[src/rtl/tetris_pkg.sv]
// Shared piece definitions and scheduler state type for the piece dealing logic.
package tetris_pkg;

  localparam int PIECE_W = 3;

  typedef logic [PIECE_W-1:0] piece_t;

  localparam piece_t PIECE_I    = 3'd0;
  localparam piece_t PIECE_O    = 3'd1;
  localparam piece_t PIECE_T    = 3'd2;
  localparam piece_t PIECE_S    = 3'd3;
  localparam piece_t PIECE_Z    = 3'd4;
  localparam piece_t PIECE_J    = 3'd5;
  localparam piece_t PIECE_L    = 3'd6;
  localparam piece_t PIECE_NONE = 3'd7;

  // INIT: queue still filling after reset, nothing dealable. RUN: dealing.
  typedef enum logic {
    ST_INIT = 1'b0,
    ST_RUN  = 1'b1
  } sched_state_t;

endpackage

[src/rtl/piece_fifo.sv]
// Shift-register piece queue. Slot 0 is the head; popped entries shift toward
// the head and vacated slots are refilled with zero. The next-state head,
// second slot and count are exported so the owner can register its outputs
// from them without adding a cycle of latency.
module piece_fifo
  import tetris_pkg::*;
#(
  parameter int QDEPTH = 3
) (
  input  logic       clk,
  input  logic       rst_n,
  input  logic       push,
  input  logic       pop,
  input  piece_t     din,
  output piece_t     head_nxt,
  output piece_t     second_nxt,
  output logic [2:0] count,
  output logic [2:0] count_nxt
);

  localparam logic [2:0] DEPTH = 3'(QDEPTH);

  piece_t q     [QDEPTH];
  piece_t q_nxt [QDEPTH];

  // Pop first (shift toward head), then write the new code into the first free
  // slot, so a simultaneous push and pop lands in the freed tail.
  always_comb begin
    for (int i = 0; i < QDEPTH; i++) q_nxt[i] = q[i];
    count_nxt = count;
    if (pop && (count != 3'd0)) begin
      for (int i = 0; i < QDEPTH - 1; i++) q_nxt[i] = q[i + 1];
      q_nxt[QDEPTH - 1] = '0;
      count_nxt = count - 3'd1;
    end
    if (push && (count_nxt < DEPTH)) begin
      for (int i = 0; i < QDEPTH; i++) begin
        if (3'(i) == count_nxt) q_nxt[i] = din;
      end
      count_nxt = count_nxt + 3'd1;
    end
  end

  // Queue storage and occupancy.
  always_ff @(posedge clk or negedge rst_n) begin
    if (!rst_n) begin
      for (int i = 0; i < QDEPTH; i++) q[i] <= '0;
      count <= 3'd0;
    end else begin
      for (int i = 0; i < QDEPTH; i++) q[i] <= q_nxt[i];
      count <= count_nxt;
    end
  end

  assign head_nxt   = q_nxt[0];
  assign second_nxt = q_nxt[1];

endmodule

[src/rtl/piece_scheduler.sv]
// Piece scheduler: filters the free-running random code (optionally through a
// 7-bag fairness mask), queues accepted pieces and deals the head on request.
// Handshake: a pop happens on every edge where req=1 and piece_valid=1; req
// while piece_valid=0 is dropped and flagged by a one-cycle req_err pulse.
// All outputs are flops fed from next-state values, so nothing from random or
// req reaches an output combinationally.
module piece_scheduler
  import tetris_pkg::*;
#(
  parameter int QDEPTH = 3,
  parameter int BAG_EN = 1
) (
  input  logic       clk,
  input  logic       rst_n,
  input  piece_t     random,
  input  logic       req,
  output piece_t     piece,
  output logic       piece_valid,
  output piece_t     next_piece,
  output logic       next_valid,
  output logic [2:0] count,
  output logic       req_err
);

  localparam logic [2:0] DEPTH = 3'(QDEPTH);

  sched_state_t state, state_nxt;
  logic [6:0]   bag_mask, bag_nxt, bag_bit;
  logic         accept, push, pop;
  logic         pv_nxt, nv_nxt;
  piece_t       head_nxt, second_nxt;
  logic [2:0]   count_nxt;

  assign pop     = req & piece_valid;
  assign bag_bit = 7'd1 << random;

  // Filter and room check: a code is pushed only if legal, unused in the
  // current bag, and the queue has space after any same-cycle pop.
  always_comb begin
    accept = (random != PIECE_NONE) &&
             ((BAG_EN == 0) || ((bag_mask & bag_bit) == 7'd0));
    push   = accept && ((count != DEPTH) || pop);
  end

  // Bag history: mark each pushed code; a completed bag starts over empty.
  always_comb begin
    bag_nxt = bag_mask;
    if ((BAG_EN != 0) && push) begin
      bag_nxt = bag_mask | bag_bit;
      if (bag_nxt == 7'h7F) bag_nxt = 7'd0;
    end
  end

  piece_fifo #(.QDEPTH(QDEPTH)) u_fifo (
    .clk        (clk),
    .rst_n      (rst_n),
    .push       (push),
    .pop        (pop),
    .din        (random),
    .head_nxt   (head_nxt),
    .second_nxt (second_nxt),
    .count      (count),
    .count_nxt  (count_nxt)
  );

  // FSM next state and next-cycle validity: INIT until the queue first fills.
  always_comb begin
    state_nxt = state;
    case (state)
      ST_INIT: if (count_nxt == DEPTH) state_nxt = ST_RUN;
      ST_RUN:  state_nxt = ST_RUN;
      default: state_nxt = ST_INIT;
    endcase
    pv_nxt = (state_nxt == ST_RUN) && (count_nxt != 3'd0);
    nv_nxt = (state_nxt == ST_RUN) && (count_nxt >= 3'd2);
  end

  // State, bag history and registered outputs.
  always_ff @(posedge clk or negedge rst_n) begin
    if (!rst_n) begin
      state       <= ST_INIT;
      bag_mask    <= 7'd0;
      piece       <= '0;
      piece_valid <= 1'b0;
      next_piece  <= '0;
      next_valid  <= 1'b0;
      req_err     <= 1'b0;
    end else begin
      state       <= state_nxt;
      bag_mask    <= bag_nxt;
      piece       <= pv_nxt ? head_nxt : '0;
      piece_valid <= pv_nxt;
      next_piece  <= nv_nxt ? second_nxt : '0;
      next_valid  <= nv_nxt;
      req_err     <= req & ~piece_valid;
    end
  end

endmodule

[config.mk]
export PLATFORM = sky130hd
export DESIGN_NAME = piece_scheduler
export DESIGN_NICKNAME = d
export VERILOG_FILES = /design/src/rtl/tetris_pkg.sv /design/src/rtl/piece_fifo.sv /design/src/rtl/piece_scheduler.sv
export SDC_FILE = /design/constraint.sdc
export NUM_CORES = 1
export LEC_CHECK = 0
export ABC_AREA = 1
export CAP_MARGIN = 25
export CORE_MARGIN = 1
export CORE_UTILIZATION = 47
export DETAILED_ROUTE_END_ITERATION = 16
export PLACE_DENSITY = 0.71
export SLEW_MARGIN = 40
export SYNTH_ARGS = -nofsm -noshare
export SYNTH_HDL_FRONTEND = slang
export SYNTH_SLANG_ARGS = --single-unit
[constraint.sdc]
create_clock -name clk -period 1.82 [get_ports clk]
set_input_delay 0.364 -clock clk [delete_from_list [all_inputs] [get_ports clk]]
set_output_delay 0.364 -clock clk [all_outputs]
set_load 0.01 [all_outputs]
==> impl_metrics.py <==
metrics = {
    "floorplanning": {
        "core-area_mm2": 0.00334,
        "rows": 21,
        "start_util_pct": 48.9,
        "die_w_um": 60.9,
        "die_h_um": 60.9,
        "num_io_pins": 18,
        "die-area_mm2": 0.00371,
    },
    "worst_setup_path": {
        "endpoint_kind": "flip-flop",
        "crit_arrival_ns": 2.13,
        "reg2reg_depth": 12,
        "path_class": "reg -> reg",
        "startpoint_type": "flip-flop",
        "reg2reg_from": "u_fifo.count[0]",
        "timing.rr.end": "next_piece[1]",
        "required_ns": 2.09,
        "path_max_fanout": 6,
        "timing.reg2reg.setup_slack_ns": -0.04,
    },
    "hold_path": {
        "hold_class": "in -> async",
    },
    "finish": {
        "drive_gt1_share_pct": 42.2,
        "multiInputGateArea_um2": 885,
        "final_cell_mix": "buf_4 (30), dfrtp_1 (28), inv_1 (24), nand2_4 (14), nand2_1 (14)",
        "ff_latch_area_um2": 727,
        "nets": 244,
        "postLayoutCoreUtil_pct": 68.4,
        "num_antenna_cells": 0,
        "final_common_cell": "buf_4",
        "fillers": 273,
        "area_growth_pct": 39.8,
    },
    "routing": {
        "vias": 1389,
        "drt_iter0_markers": 27,
        "wl_per_cell_um": 12.9,
        "dr.pass1.iters": 4,
        "drc": 0,
        "drt-vias-per-instance": 5.00,
        "wl_mm": 3.58,
        "antenna_left": 0,
    },
    "global_routing": {
        "antenna_found_initial": 0,
        "grt-ovfl-total": 0,
        "grt_max_degree": 30,
        "grt_pass1_wl_mm": 5.99,
        "track_usage_pct": 22.7,
        "grt_pass1_vias": 1392,
    },
    "timing": {
        "hold_violations": 0,
        "timing.final.crit_share_pct": 102,
        "setup_slack_ns": -0.0425,
        "tightest_slew_ns": 0.356,
        "fin_crit_ns": 1.86,
        "rsz0062_at_grt": "true",
        "hold_slack_ns": 0.406,
        "slew_headroom_pct": 76.2,
        "finalSetupViolCount": 9,
        "fin_skew_ns": 0.00997,
        "maxSlewViolCount": 0,
        "max_clock_freq_mhz": 537,
    },
    "logic_synthesis": {
        "seq_area_frac_synth_pct": 44.5,
        "syn_area_per_cell_um2": 9.01,
        "syn-cell-area_mm2": 0.00163,
        "synth_nets": 194,
        "postSynthCellCount": 181,
        "yosysWarnings": 0,
        "postSynthRegisterBits": 29,
        "synth.distinct_cells": 24,
    },
    "cts": {
        "clk_pin_slew_ns": 0.10,
        "cts_tree": "done",
        "htreeDepth": 2,
        "clk_path_buf_depth": 2,
        "clock_latency_ns": 0.33,
        "numCtsBuffers": 5,
        "clock-sinks": 29,
        "cts_root_buf": "clkbuf_4",
    },
    "place": {
        "io_buffers": 17,
        "dp_hpwl_mm": 2.60,
        "routabilityCongestion": 0.908,
    },
    "pwr": {
        "peakVddDrop_mv": 0.921,
        "p_leak_nw": 1.13,
        "p_per_area_mw_per_mm2": 1850,
        "p_total_w": 0.00422,
    },
    "outcome": {
        "status": "finished with violations",
        "violations": "setup timing",
    },
    "flow_run": {
        "maxCapViolations": 0,
    },
}
## through the flow
stage	cell area [µm²]	cells	TNS [ns]	worst slack (ns)
after CTS	2230	278	-0.0784	-0.0202
after global routing	2280	278	-1.38	-0.144
after detailed placement	2050	265	-11.45	-0.518
after global placement	2050	265	-10.87	-0.498
after floorplan	1680	181	-0.117	-0.0240
final	2280	278	-0.261	-0.0425
## flip-flops by register name (all words and copies together) (netlist names)
name	flops
u_fifo.q	9
bag_mask	7
next_piece	3
piece	3
u_fifo.count	3
next_valid	1
piece_valid	1
req_err	1
state	1
## cell families (layout without fill, tap and decap cells)
| group | count (synthesis) | count (layout) | share of synthesized area [%] |
|---|---|---|---|
| AO/OA/AOI/OAI | 24 | 24 | 8.13 |
| adder cells (fa/ha/maj) | 7 | 7 | 5.37 |
| buffers and inverters | 36 | 87 | 9.66 |
| flip-flops | 29 | 29 | 44.5 |
| multiplexers | 6 | 6 | 4.14 |
| AND/OR/NAND/NOR | 79 | 79 | 28.2 |
## routing by layer
layer	GRT usage (%)	routed length, µm	part of all wire (%)	vias to the layer above
li1	-	-	-	683
met1	22.9	1430	40	658
met2	42.1	1910	53	31
met3	4.69	89	2.5	17
met4	14.9	151	4.2	0
met5	0	0	0	-
## cells in the mapped netlist (all sizes together)
master,number,area share (%)
a21boi,1,0.69
a21oi,14,4.3
a31oi,1,0.38
buf,4,2.3
dfrtp,29,44
ha,7,5.4
inv,32,7.4
mux2,6,4.1
nand2,34,13
nand3,14,4.6
nand4,6,2.3
nor2,18,5.9
nor3,4,1.2
o21ai,6,1.8
o31ai,2,0.92
or2,3,1.2
## power by group
group          switching, W  total, W  internal [W]  leakage (nW)
Sequential         0.000148   0.00105      0.000903         0.365
Clock              0.000233  0.000659      0.000425        0.0552
Combinational       0.00135   0.00251       0.00115         0.714
Total               0.00174   0.00422       0.00248          1.13
## cell type report
class | instances | share of cell area (%)
flip-flops and latches | 29 | 31.9
inverters | 32 | 5.27
clock buffers | 5 | 1.65
repair buffers | 47 | 17.1
multi-input cells | 116 | 38.8
clock inverters | 3 | 2.85
well taps | 46 | 2.52
## critical path, cell delays in order (launching register included)
cell and delay, ns:
dfrtp_2 0.44, ha_2 0.19, nand3_2 0.09, nand3_2 0.08
nor2_2 0.15, nand2_4 0.11, nor2_8 0.20, nand2_2 0.07
nand2_2 0.09, nand3_2 0.10, nand2_4 0.12, nand2_4 0.08
nor2_2 0.08
## worst max-delay path by stage
stage               slack [ns]       startpoint             to  cells past startpoint
finish                   -0.04  u_fifo.count[0]  next_piece[1]                     12
global route             -0.14  u_fifo.count[0]       piece[1]                     12
CTS                      -0.02  u_fifo.count[0]  next_piece[0]                     12
detailed placement       -0.52        random[1]    bag_mask[4]                      8
global placement         -0.50        random[0]    bag_mask[4]                     10
floorplan                -0.02  u_fifo.count[1]  next_piece[0]                     16
## what timing repair did
item,CTS,global route
resized for setup,17,10
hold buffers,0,0
endpoints found under the hold margin,0,0
endpoints found under the setup margin,22,15
setup buffers,5,0
pin swaps,5,7
No activity file was read; power rests on OpenSTA's default activity.
==> patch 1 (same settings) <==
Put a register stage on the output `count`, without a reset. The value now appears one clock later. The other outputs are not delayed to match.
--- a/src/rtl/piece_scheduler.sv
+++ b/src/rtl/piece_scheduler.sv
@@ -24,6 +24,8 @@
 
   localparam logic [2:0] DEPTH = 3'(QDEPTH);
 
+  logic [2:0] count_d;
+
   sched_state_t state, state_nxt;
   logic [6:0]   bag_mask, bag_nxt, bag_bit;
   logic         accept, push, pop;
@@ -39,7 +41,7 @@
   always_comb begin
     accept = (random != PIECE_NONE) &&
              ((BAG_EN == 0) || ((bag_mask & bag_bit) == 7'd0));
-    push   = accept && ((count != DEPTH) || pop);
+    push   = accept && ((count_d != DEPTH) || pop);
   end
 
   // Bag history: mark each pushed code; a completed bag starts over empty.
@@ -59,7 +61,7 @@
     .din        (random),
     .head_nxt   (head_nxt),
     .second_nxt (second_nxt),
-    .count      (count),
+    .count      (count_d),
     .count_nxt  (count_nxt)
   );
 
@@ -96,5 +98,9 @@
     end
   end
 
+  always_ff @(posedge clk) begin
+    count <= count_d;
+  end
+
 endmodule
 
Formal check against the unedited RTL: not equivalent (Yosys sat finds a counterexample within 4 cycles, from zero or initial values and one cycle with rst_n low).
==> patch 1 against the original RTL <==
- the flow still finishes with violations (setup timing)
- wire length rose by 1.4%
- sequential power rose by 9%
- final area rose by 0.93%
- highest routed layer unchanged
- setup slack got worse by 0.038 ns
- sequential cell count rose by 3
- via count rose by 2.1%
- power fell by 5.7%
- synthesized area fell by 0.15%
==> patch 1: results (changes against the original RTL) <==
- Run status: finished, violations left (unchanged)
- Violated checks: setup timing (unchanged)
- Share of flip-flops with an asynchronous set or reset: 90.6% (was 100%)
- Root buffer selected by CTS: sky130_fd_sc_hd__clkbuf_4 (unchanged)
- Share of the yosys chip area belonging to registers: 48.2% (was 44.5%)
- Critical path peak fanout: 6 (unchanged)
- Number of global-route vias before repair: 1,336 (was 1,392)
- Detailed-placement wirelength estimate: 2.69 mm (was 2.60 mm)
- Number of distinct library cells after synthesis: 26 (was 24)
- Setup tns final: -0.470 ns (was -0.261 ns)
- Pin count of the biggest net entering global routing: 30 (unchanged)
- Min setup slack post-route: -0.0802 ns (was -0.0425 ns)
- Most common library cells after synthesis: 30 x sky130_fd_sc_hd__inv_1, 29 x sky130_fd_sc_hd__dfrtp_1, 22 x sky130_fd_sc_hd__nand2_1 (was 29 x sky130_fd_sc_hd__dfrtp_1, 26 x sky130_fd_sc_hd__inv_1, 18 x sky130_fd_sc_hd__nand2_1)
- R2r startpoint: u_fifo.count[1] (was u_fifo.count[0])
- Top cells by area, synth: sky130_fd_sc_hd__dfrtp_1 45%, sky130_fd_sc_hd__inv_1 6.9%, sky130_fd_sc_hd__ha_1 5.4% (was sky130_fd_sc_hd__dfrtp_1 44%, sky130_fd_sc_hd__nand2_4 6.2%, sky130_fd_sc_hd__inv_1 6.0%)
- Worst path max stage delay: 0.42 ns (was 0.44 ns)
- Peak supply drop: 0.866 mV (was 0.921 mV)
- Number of DRC markers in iteration 0: 43 (was 27)
- Average wire per standard cell: 12.7 um (was 12.9 um)
- Critical-path top delay cell: sky130_fd_sc_hd__dfrtp_1 (was sky130_fd_sc_hd__dfrtp_2)
- Total GRT Usage: 22.3% (was 22.7%)
- Final Wtd Congestion: 0.842 (was 0.908)
- Fraction of layout instances using a drive strength above 1: 41.8% (was 42.2%)
- Number of buffers on the longest clock path: 2 (unchanged)
- Final std cell area, no fill: 2300 sq um (was 2280 sq um)
- Mapped Nets: 195 (was 194)
- Post-layout nets: 251 (was 244)
- Layout fillers: 263 (was 273)
- Clock latency on the worst-skew pair: 0.33 ns (about the same)
- Internal Pwr Total: 2340 uW (was 2480 uW)
- Detailed Routing Iterations Pass 1: 4 (unchanged)
- Placed Area: 2080 sq um (was 2050 sq um)
- Worst slack, placed: -0.498 ns (was -0.518 ns)
- Wire length of the first global-routing pass: 5.85 mm (was 5.99 mm)
- Worst EP arrival: 2.16 ns (was 2.13 ns)
- Number of antenna violations at the first check in global routing: 0 (unchanged)
- Final setup vio count: 9 (unchanged)
- Startpoint types: flop (unchanged)
- Relative slew slack: 75.9% (was 76.2%)
- Placed instance count: 271 (was 265)
- Mean number of vias per cell: 4.98 (was 5.00)
- Tightest Hold Check Type: in -> async (unchanged)
- Vias: 1,418 (was 1,389)
- Worst Clk Skew: 0.0140 ns (was 0.00997 ns)
- Static leakage: 0.00115 uW (was 0.00113 uW)
- Number of cells produced by synthesis: 182 (was 181)
-- patch 1: critical path, delay by kind of cell, from the launching register on --
family	cells	cell delay, ns
flip-flops	1	0.42
adder cells (fa/ha/maj)	1	0.16
buffers and inverters	1	0.07
AND/OR/NAND/NOR	13	1.18
-- patch 1: cell families after synthesis --
logic type | after synthesis | synth area share [%]
and+or+nand+nor | 74 | 23.6
buffers and inverters | 39 | 10.2
DFF | 32 | 48.2
AOI/OAI and AO/OA | 24 | 8.45
adders and majority gates | 7 | 5.38
muxes | 6 | 4.15
-- patch 1: timing repair --
item / 4_1_cts / 5_1_grt
gates cloned: 0 / 0
pin swaps: 9 / 7
resized for setup: 17 / 21
endpoints found under the hold margin: 0 / 0
endpoints found under the setup margin: 12 / 26
hold buffers: 0 / 0
setup buffers: 4 / 2
-- patch 1: power by group through the flow --
stage          Clock [uW]  Sequential, uW  Combinational (uW)
6_report              461            1140                2380
5_1_grt               518            1170                2610
4_1_cts               480            1140                2190
3_5_place_dp            0            1150                1930
3_3_place_gp            0            1140                1850
2_1_floorplan           0            1160                1170
-- patch 1: routing by layer --
layer  vias up  routed length [um]  GRT usage (%)
met3         5                 141           5.12
met1       682                1430           25.4
met2        32                2020           40.7
met4         0                  48           7.79
met5         -                   0              0
li1        699                   -              -
-- patch 1: final timing paths --
kind,slack [ns],endpoint,cells after the start
max in group asynchronous,1.10,u_fifo.count[0],2
worst max-delay path,-0.08,piece[1],15
worst min-delay path,0.42,u_fifo.q[2],2
min in group clk,0.43,count[2],0
worst max register to register,-0.08,piece[1],15
worst min register to register,0.43,count[2],0
-- patch 1: cell type report --
class                           instances  share of cell area (%)
Tap cell                               46                    2.50
Multi-Input combinational cell        111                    35.5
Clock buffer                            8                    2.99
Inverter                               35                    5.76
Timing Repair Buffer                   53                    19.0
Sequential cell                        32                    34.2
==> patch 2 (config.mk and constraints unchanged) <==
Made on the original files. `QDEPTH` is set to 3 in 2 places; all go to 2.
--- a/src/rtl/piece_fifo.sv
+++ b/src/rtl/piece_fifo.sv
@@ -5,7 +5,7 @@
 module piece_fifo
   import tetris_pkg::*;
 #(
-  parameter int QDEPTH = 3
+  parameter int QDEPTH = 2
 ) (
   input  logic       clk,
   input  logic       rst_n,
--- a/src/rtl/piece_scheduler.sv
+++ b/src/rtl/piece_scheduler.sv
@@ -7,7 +7,7 @@
 module piece_scheduler
   import tetris_pkg::*;
 #(
-  parameter int QDEPTH = 3,
+  parameter int QDEPTH = 2,
   parameter int BAG_EN = 1
 ) (
   input  logic       clk,
Check against the original RTL: not equivalent (a bounded check fails within 4 cycles, from zero or initial values and one cycle with rst_n low).
==> patch 2 against the original RTL <==
- the run still ends with setup timing left
- fmax is 9.0% lower
- wire length is 6.0% lower
- sequential cell count is 3 lower
- clock skew is 0.0068 ns lower
- setup slack worse by 0.19 ns
- synthesized area is 9.2% lower
- power is 5.4% lower
- final area is 3.8% lower
==> patch 2: results (changes against the original RTL) <==
- Top cells by area, synth: sky130_fd_sc_hd__dfrtp_1 44%, sky130_fd_sc_hd__inv_1 7.9%, sky130_fd_sc_hd__nand2_1 7.1% (was sky130_fd_sc_hd__dfrtp_1 44%, sky130_fd_sc_hd__nand2_4 6.2%, sky130_fd_sc_hd__inv_1 6.0%)
- Setup tns final: -3.05 ns (was -0.261 ns)
- Peak supply drop: 0.905 mV (was 0.921 mV)
- Compound-cell area share of the yosys netlist: 8.78% (was 8.13%)
- Number of global-route vias before repair: 1,360 (was 1,392)
- Final Wtd Congestion: 0.871 (was 0.908)
- Total Power: 3990 uW (was 4220 uW)
- Worst EP arrival: 2.33 ns (was 2.13 ns)
- Power per Cell Area: 1820 nW/um^2 (was 1850 nW/um^2)
- Cell Count, Final, Fillers Out: 273 (was 278)
- Most common library cells after synthesis: 31 x sky130_fd_sc_hd__inv_1, 28 x sky130_fd_sc_hd__nand2_1, 26 x sky130_fd_sc_hd__dfrtp_1 (was 29 x sky130_fd_sc_hd__dfrtp_1, 26 x sky130_fd_sc_hd__inv_1, 18 x sky130_fd_sc_hd__nand2_1)
- Post-layout nets: 242 (was 244)
- GR Layer Usage met1: 30.7% (was 22.9%)
- Hold Slack: 0.375 ns (was 0.406 ns)
- H-tree depth: 1 (was 2)
- Worst path max stage delay: 0.38 ns (was 0.44 ns)
- Metal2 WL: 1.71 mm (was 1.91 mm)
- Min setup slack post-route: -0.228 ns (was -0.0425 ns)
- Run status: finished, violations left (unchanged)
- Violated checks: setup timing (unchanged)
- Net Sw Power: 1690 uW (was 1740 uW)
- Static leakage: 0.00109 uW (was 0.00113 uW)
- Worst Clk Skew: 0.00321 ns (was 0.00997 ns)
- Average wire per standard cell: 12.3 um (was 12.9 um)
- TritonCTS buffer count: 3 (was 5)
- Placed instance count: 263 (was 265)
- Final setup vio count: 23 (was 9)
- Number of distinct library cells after synthesis: 21 (was 24)
==> patch 2: how the worst max path moves through the flow <==
stage | start | to | slack, ns | cells past startpoint
global placement | random[1] | bag_mask[2] | -0.38 | 8
CTS | u_fifo.count[1] | next_piece[0] | -0.22 | 13
finish | u_fifo.count[0] | next_piece[0] | -0.23 | 13
global route | u_fifo.count[0] | next_piece[2] | -0.34 | 13
floorplan | u_fifo.count[1] | piece[0] | -0.21 | 13
detailed placement | random[0] | next_piece[0] | -0.44 | 12
==> patch 2: area by class of cell <==
| type | instances | share of cell area (%) |
|---|---|---|
| clock buffer | 3 | 1.03 |
| clock inverter | 1 | 1.37 |
| inverter | 35 | 5.99 |
| multi-input combinational | 107 | 37.5 |
| sequential | 26 | 29.7 |
| tap | 44 | 2.51 |
| timing repair buffer | 57 | 21.9 |
==> patch 2: timing repair <==
action / CTS / global route
endpoints found under the setup margin: 24 / 25
setup buffers: 6 / 0
resized for setup: 25 / 1
pin swaps: 7 / 5
